## src/rtl/lmsm_pkg.sv

```systemverilog
// Shared definitions for the load/store-multiple engine.
package lmsm_pkg;

  localparam int unsigned LMSM_DATA_W = 16;
  localparam int unsigned LMSM_ADDR_W = 16;
  localparam int unsigned LMSM_NREG   = 8;

  typedef enum logic [1:0] {
    ST_IDLE,
    ST_XFER,
    ST_DONE
  } lmsm_state_e;

  // Register-index width; a single-register file still needs one index bit.
  function automatic int unsigned idx_width(input int unsigned n);
    return (n > 1) ? $clog2(n) : 1;
  endfunction

endpackage

```

## src/rtl/prio_enc_lsb.sv

```systemverilog
// Lowest-set-bit priority encoder: index of the least significant 1 in vec.
module prio_enc_lsb
  import lmsm_pkg::*;
#(
  parameter int unsigned NREG = LMSM_NREG,
  localparam int unsigned RIDX_W = idx_width(NREG)
) (
  input  logic [NREG-1:0]   vec,
  output logic [RIDX_W-1:0] index,
  output logic              valid
);

  // Scan upward; the first hit wins, so the result is the lowest set bit.
  always_comb begin
    index = '0;
    valid = 1'b0;
    for (int unsigned i = 0; i < NREG; i++) begin
      if (vec[i] && !valid) begin
        index = RIDX_W'(i);
        valid = 1'b1;
      end
    end
  end

endmodule

```

## src/rtl/lmsm_engine.sv

```systemverilog
// Load/store-multiple engine: moves the registers selected by a mask to or
// from consecutive memory words, lowest register index first.
module lmsm_engine
  import lmsm_pkg::*;
#(
  parameter int unsigned DATA_W = LMSM_DATA_W,
  parameter int unsigned ADDR_W = LMSM_ADDR_W,
  parameter int unsigned NREG   = LMSM_NREG,
  localparam int unsigned RIDX_W = idx_width(NREG)
) (
  input  logic              clk,
  input  logic              reset,
  input  logic              start,
  input  logic              is_store,
  input  logic [NREG-1:0]   mask,
  input  logic [ADDR_W-1:0] base_addr,
  output logic              busy,
  output logic              done,
  output logic [ADDR_W-1:0] end_addr,
  output logic [RIDX_W-1:0] rf_raddr,
  input  logic [DATA_W-1:0] rf_rdata,
  output logic              rf_wen,
  output logic [RIDX_W-1:0] rf_waddr,
  output logic [DATA_W-1:0] rf_wdata,
  output logic              mem_req,
  output logic              mem_we,
  output logic [ADDR_W-1:0] mem_addr,
  output logic [DATA_W-1:0] mem_wdata,
  input  logic [DATA_W-1:0] mem_rdata,
  input  logic              mem_ack
);

  lmsm_state_e       state, state_nxt;
  logic [NREG-1:0]   rem_mask, rem_mask_nxt;
  logic [ADDR_W-1:0] addr, addr_nxt;
  logic              store_q, store_nxt;
  logic [RIDX_W-1:0] cur_idx;
  logic              cur_valid;

  prio_enc_lsb #(.NREG(NREG)) u_prio (
    .vec   (rem_mask),
    .index (cur_idx),
    .valid (cur_valid)
  );

  // The running address doubles as end_addr: it only moves during a transfer
  // and is reloaded on the next accepted start.
  assign end_addr  = addr;
  assign mem_addr  = addr;
  assign mem_wdata = rf_rdata;
  assign rf_raddr  = cur_idx;
  assign rf_waddr  = cur_idx;
  assign rf_wdata  = mem_rdata;

  // State and transfer context registers.
  always_ff @(posedge clk) begin
    if (reset) begin
      state    <= ST_IDLE;
      rem_mask <= '0;
      addr     <= '0;
      store_q  <= 1'b0;
    end else begin
      state    <= state_nxt;
      rem_mask <= rem_mask_nxt;
      addr     <= addr_nxt;
      store_q  <= store_nxt;
    end
  end

  // Next-state logic and per-state outputs.
  always_comb begin
    state_nxt    = state;
    rem_mask_nxt = rem_mask;
    addr_nxt     = addr;
    store_nxt    = store_q;
    busy         = 1'b0;
    done         = 1'b0;
    mem_req      = 1'b0;
    mem_we       = 1'b0;
    rf_wen       = 1'b0;
    case (state)
      ST_IDLE: begin
        if (start) begin
          rem_mask_nxt = mask;
          addr_nxt     = base_addr;
          store_nxt    = is_store;
          state_nxt    = (mask == '0) ? ST_DONE : ST_XFER;
        end
      end
      ST_XFER: begin
        busy = 1'b1;
        // An empty mask cannot reach XFER; finishing is the safe fallback.
        if (!cur_valid) begin
          state_nxt = ST_DONE;
        end else begin
          mem_req = 1'b1;
          mem_we  = store_q;
          if (mem_ack) begin
            rf_wen       = !store_q;
            rem_mask_nxt = rem_mask & ~(NREG'(1) << cur_idx);
            addr_nxt     = addr + ADDR_W'(1);
            if (rem_mask_nxt == '0) state_nxt = ST_DONE;
          end
        end
      end
      ST_DONE: begin
        busy      = 1'b1;
        done      = 1'b1;
        state_nxt = ST_IDLE;
      end
      default: state_nxt = ST_IDLE;
    endcase
  end

endmodule

```

## config.mk

```make
export PLATFORM = sky130hd
export DESIGN_NAME = lmsm_engine
export DESIGN_NICKNAME = d
export VERILOG_FILES = /design/src/rtl/lmsm_pkg.sv /design/src/rtl/prio_enc_lsb.sv /design/src/rtl/lmsm_engine.sv
export SDC_FILE = /design/constraint.sdc
export NUM_CORES = 1
export LEC_CHECK = 0
export ABC_AREA = 1
export CAP_MARGIN = 20
export CORE_MARGIN = 3
export CORE_UTILIZATION = 40
export CTS_CLUSTER_DIAMETER = 150
export DETAILED_ROUTE_END_ITERATION = 12
export PLACE_DENSITY = 0.95
export SLEW_MARGIN = 10
export SYNTH_ARGS = -nofsm -noshare
export SYNTH_HDL_FRONTEND = slang
export SYNTH_SLANG_ARGS = --single-unit
```

## constraint.sdc

```tcl
create_clock -name clk -period 2.3 [get_ports clk]
set_input_delay 0.46 -clock clk [delete_from_list [all_inputs] [get_ports clk]]
set_output_delay 0.46 -clock clk [all_outputs]
set_load 0.02 [all_outputs]
```

# Word-level counts from Yosys, hierarchy flattened

Index checks and enable logic that the tools add are counted.

Equal/unequal tests: 7
Reduce and logical (&&, ||, !) cells: 23
Shifts and indexed selects: 1
Add/subtract/negate cells: 1
Multiplexer cells: 38
Bitwise logic cells: 2

Operators by type and width:

| operator                | number |
|---|---|
| $mux W16                | 3 |
| $pmux W16 S2            | 1 |
| $mux W8                 | 3 |
| $mux W1                 | 18 |
| $add A16 B1 Y16 const B | 1 |
| $logic_not A8 Y1        | 2 |
| $pmux W8 S2             | 1 |
| $mux W2                 | 7 |
| $mux W3                 | 4 |
| $and A8 B8 Y8           | 1 |
| $logic_not A1 Y1        | 8 |
| $not A8 Y8              | 1 |
| $shl A1 B3 Y8 const A   | 1 |
| $logic_and A1 B1 Y1     | 7 |
| $ne A2 B2 Y1 const B    | 3 |
| $ne A3 B3 Y1 const B    | 2 |
| $pmux W2 S2             | 1 |
| $reduce_and A4 Y1       | 1 |
| $reduce_and A3 Y1       | 1 |
| $eq A2 B1 Y1 const B    | 1 |
| $eq A2 B2 Y1 const B    | 1 |
| $logic_not A2 Y1        | 1 |
| $reduce_and A2 Y1       | 1 |
| $reduce_bool A2 Y1      | 1 |
| $reduce_or A2 Y1        | 1 |

Input bits: 61
Bits in registers: 27
Logic and storage cells: 76

# Depth between registers and ports, before layout

Depth after elaboration: 30
Gate-level depth with buffers: 11
Gate-level depth less buffers: 11

# Modules after synthesis

From an unflattened synthesis, not the netlist that was laid out.

Cells, all modules: 346
Area total of the unflattened synthesis: 2215.9 µm²

Modules (own cells, without submodules):

| module       | cells an instance | instances | area an instance (µm²) |
|---|---|---|---|
| lmsm_engine  | 324               | 1         | 2107.0 |
| prio_enc_lsb | 22                | 1         | 108.9 |

# Worst setup path after synthesis

Ideal clock, no wire load.

Path type: register to output
From: register rem_mask[0]
To: output port rf_waddr[0]
Data arrival time: 1510 ps
Stages on the path, launching flop included: 7
Buffers on the path: 1
Required time: 1840 ps
Setup slack: 330 ps
Cells stage by stage: dfxtp_1 > nor2_4 > nand2_1 > nor2_1 > nand3_1 > o221ai_1 > buf_4

Word-level cells in the longest chain between the ends: 22
Elaborated cells between the ends (all ways): 28
Those cells by class: mux (14); reduce/logical (14)

RTL lines:

| element                | RTL line           | text |
|---|---|---|
| start, declared        | lmsm_engine.sv:34  | `logic [NREG-1:0] rem_mask, rem_mask_nxt;` |
| start signal, assigned | lmsm_engine.sv:64  | `rem_mask <= rem_mask_nxt;` |
| $mux W1 *              | prio_enc_lsb.sv:18 | `if (vec[i] && !valid) begin` |
| $logic_not A1 Y1       | prio_enc_lsb.sv:18 |  |
| $logic_and A1 B1 Y1    | prio_enc_lsb.sv:18 |  |
| $mux W1                | prio_enc_lsb.sv:18 |  |
| $logic_not A1 Y1       | prio_enc_lsb.sv:18 |  |
| $logic_and A1 B1 Y1    | prio_enc_lsb.sv:18 |  |
| $mux W1                | prio_enc_lsb.sv:18 |  |
| $logic_not A1 Y1       | prio_enc_lsb.sv:18 |  |
| [... 6 more ...]       | -                  |  |
| $logic_and A1 B1 Y1    | prio_enc_lsb.sv:18 |  |
| $mux W1                | prio_enc_lsb.sv:18 |  |
| $logic_not A1 Y1       | prio_enc_lsb.sv:18 |  |
| $logic_and A1 B1 Y1    | prio_enc_lsb.sv:18 |  |
| $mux W1                | prio_enc_lsb.sv:18 |  |
| $logic_not A1 Y1       | prio_enc_lsb.sv:18 |  |
| $logic_and A1 B1 Y1    | prio_enc_lsb.sv:18 |  |
| $mux W3 *              | prio_enc_lsb.sv:18 |  |
| end, declared          | lmsm_engine.sv:23  | `output logic [RIDX_W-1:0] rf_waddr,` |

Mark *: on every way between the ends. The rest lies on a longest branch, timed or not.

# Worst setup path in the final report

From: register rem_mask[3]
To: output port rf_raddr[2]

Word-level cells in the longest chain between the ends: 14
Elaborated cells between the ends (all ways): 17
Those cells by class: mux (8); reduce/logical (9)

RTL lines:

| element               | RTL line           | text |
|---|---|---|
| $logic_and A1 B1 Y1 * | prio_enc_lsb.sv:18 |  |
| $mux W1 *             | prio_enc_lsb.sv:18 |  |
| $logic_not A1 Y1      | prio_enc_lsb.sv:18 |  |
| $logic_and A1 B1 Y1   | prio_enc_lsb.sv:18 |  |
| $mux W1               | prio_enc_lsb.sv:18 |  |
| $logic_not A1 Y1      | prio_enc_lsb.sv:18 |  |
| $logic_and A1 B1 Y1   | prio_enc_lsb.sv:18 |  |
| $mux W1               | prio_enc_lsb.sv:18 |  |
| $logic_not A1 Y1      | prio_enc_lsb.sv:18 |  |
| $logic_and A1 B1 Y1   | prio_enc_lsb.sv:18 |  |
| $mux W1               | prio_enc_lsb.sv:18 |  |
| $logic_not A1 Y1      | prio_enc_lsb.sv:18 |  |
| $logic_and A1 B1 Y1   | prio_enc_lsb.sv:18 |  |
| $mux W3 *             | prio_enc_lsb.sv:18 |  |
| end, declared         | lmsm_engine.sv:20  | `output logic [RIDX_W-1:0] rf_raddr,` |

Marked as above.

==> impl_metrics.env <==
export IMPL_cts_setup_buffers=0
export IMPL_antenna_found_initial=0
export IMPL_tightest_slew_ps=546
export IMPL_design_area_um2=2600
export IMPL_clk_pin_slew_ps=90
export IMPL_globalRouteOverflowTotal=0
export IMPL_dpl_cell_area_um2=2570
export IMPL_worstSetupStartpointType="register"
export IMPL_postSynth_asyncResetShare_pct=0
export IMPL_layout_worst_path_cycle_share_pct=93.3
export IMPL_vias=2115
export IMPL_grt_max_degree=26
export IMPL_hold_violations=0
export IMPL_netlist_area_leader_share_pct=24.7
export IMPL_grt_first_pass_wirelength_um=9000
export IMPL_ant_nets=0
export IMPL_n_antenna_cell=0
export IMPL_min_delay_path_depth=2
export IMPL_root_buffer="clkbuf_8"
export IMPL_cts_sinks=27
export IMPL_areaGrowthSynthToFinish_pct=18.9
export IMPL_die_area_um2=6390
export IMPL_cts_buffers=3
export IMPL_initial_core_util_pct=42.0
export IMPL_critPathCaptureType="output port"
export IMPL_rsz0062_at_grt="no"
export IMPL_p_leak_nw=1.04
export IMPL_holdBufCountCts=0
export IMPL_clock_path_buffers=2
export IMPL_ctsResizeCount=10
export IMPL_ff_latch_area_um2=542
export IMPL_portBuffers=71
export IMPL_cts_tree="done"
export IMPL_synth_seq_cells=27
export IMPL_rows=26
export IMPL_gp_congestion=0.862
export IMPL_synthCells=320
export IMPL_dr_first_iter_drc_count=93
export IMPL_viasPerCell=5.17
export IMPL_coreArea_um2=5200
export IMPL_dp_hpwl_um=4160
export IMPL_worst_r2r_path_depth=10
export IMPL_powerDensity_nw_per_um2=961
export IMPL_maxSlewViolCount=0
export IMPL_yosysSeqAreaShare_pct=24.7
export IMPL_cts_max_level=1
export IMPL_fin_crit_ps=2150
export IMPL_drive_gt1_share_pct=7.37
export IMPL_synth_top_area_cell="dfxtp_1"
export IMPL_crit_fanout=5
export IMPL_setup_violations=0
export IMPL_yosysWarnings=0
export IMPL_path_class="reg2out"
export IMPL_maxCapViolCount=0
export IMPL_arrival_ps=1690
export IMPL_fillCellCount=515
export IMPL_clock_skew_ps=1.53
export IMPL_drc=0
export IMPL_relSlewSlack_pct=63.6
export IMPL_grt_use_total_pct=17.1
export IMPL_insertion_delay_ps=270
export IMPL_die_y_um=80.0
export IMPL_avgSynthCellArea_um2=6.84
export IMPL_fin_hold_ws_ps=484
export IMPL_synth_most_common_cell="buf_4"
export IMPL_fp_dieW_um=80.0
export IMPL_fmax_mhz=466
export IMPL_outcome="completed"
export IMPL_grt_pass1_vias=2031
export IMPL_required_ps=1840
export IMPL_hold_class="reg2reg"
export IMPL_drtPass1Iterations=5
export IMPL_yosysUniqueCellTypes=34
export IMPL_io_pins=136
export IMPL_wl_um=5460
export IMPL_multi_input_area_um2=1080
export IMPL_final_nets=405
export IMPL_syn_nets=385
export IMPL_post_drt_wl_per_cell_um=13.3
export IMPL_synthTopCellsByArea="dfxtp_1 25%, buf_4 17%, a21oi_1 8.2%"
export IMPL_synth_edff_count=0
export IMPL_peakVddDrop_uv=538
export IMPL_tns_ps=0
export IMPL_synthTopCellsByCount="51 x buf_4, 45 x nand2_1, 36 x a21oi_1"
export IMPL_synth_area_um2=2190
export IMPL_synth_main_ff_cell="dfxtp_1"
cell families (layout without fill, tap and decap cells):
group	after synthesis	count (layout)	share of synthesized area [%]
fa+ha+maj	4	4	2.29
compound gates	72	72	17.4
flops	27	27	24.7
simple gates	114	114	24.6
mux	5	5	2.29
xor+xnor	7	7	2.80
buf+inv	91	110	25.9
state kept, by name, indices dropped and copies added, names as in the netlist:
name	flops
rem_mask	8
state	2
end_addr	16
store_q	1
critical path, cell delays in order (launching register included):
cell,delay (ps)
dfxtp_1,380
nor2_4,150
nand3_2,130
nor2_2,130
o21ai_0,130
o211ai_1,130
dlygate4sd2_1,360
final cells by class:
class,instances,area share (%)
Multi-Input combinational cell,202,41.6
Timing Repair Buffer,76,28.1
Sequential cell,27,20.8
Inverter,30,4.43
Tap cell,70,3.37
Clock buffer,4,1.73
final timing paths:
check,from,to,slack (ps)
worst max-delay path,rem_mask[3]$_SDFFE_PP0P_,rf_raddr[2],150
worst min-delay path,state[0]$_SDFFE_PP0P_,state[0]$_SDFFE_PP0P_,480
worst max register to register,state[1]$_SDFFE_PP0P_,end_addr[10]$_SDFFE_PP0P_,290
worst min register to register,state[0]$_SDFFE_PP0P_,state[0]$_SDFFE_PP0P_,480
per-stage QoR:
step	instances	power (W)	setup slack, ps	utilization, %
4_1_cts	409	0.00252	90.3	50.1
5_1_grt	409	0.00268	0.269	50.0
6_report	409	0.00250	155	50.0
3_3_place_gp	405	0.00224	69.4	49.4
2_1_floorplan	320	0.00190	330	-
3_5_place_dp	405	0.00229	60.3	49.4
where the power goes:
part | total (W) | switching, W | internal [W]
sequential | 0.000755 | 0.000169 | 0.000586
clock | 0.000272 | 0.000147 | 0.000124
combinational | 0.00147 | 0.000867 | 0.000606
total | 0.00250 | 0.00118 | 0.00132
cells in the final DEF, fill, tap and decap left out, types with 7 or more instances in the layout:
cell type	count
a21oi_1	36
clkdlybuf4s50_1	62
dfxtp_1	26
inv_1	26
nand2_1	45
nand3_1	23
nor2_1	23
nor3_1	7
o21ai_0	15
o21ai_1	13
metal layers:
layer | routed length, um | GRT usage, % | part of all wire [%]
met5 | 0 | 0 | 0
met2 | 2730 | 30.7 | 50
met1 | 2190 | 20.7 | 40
met4 | 4 | 2.03 | 0.073
met3 | 534 | 4.97 | 9.8
(Power assumes the default switching activity.)
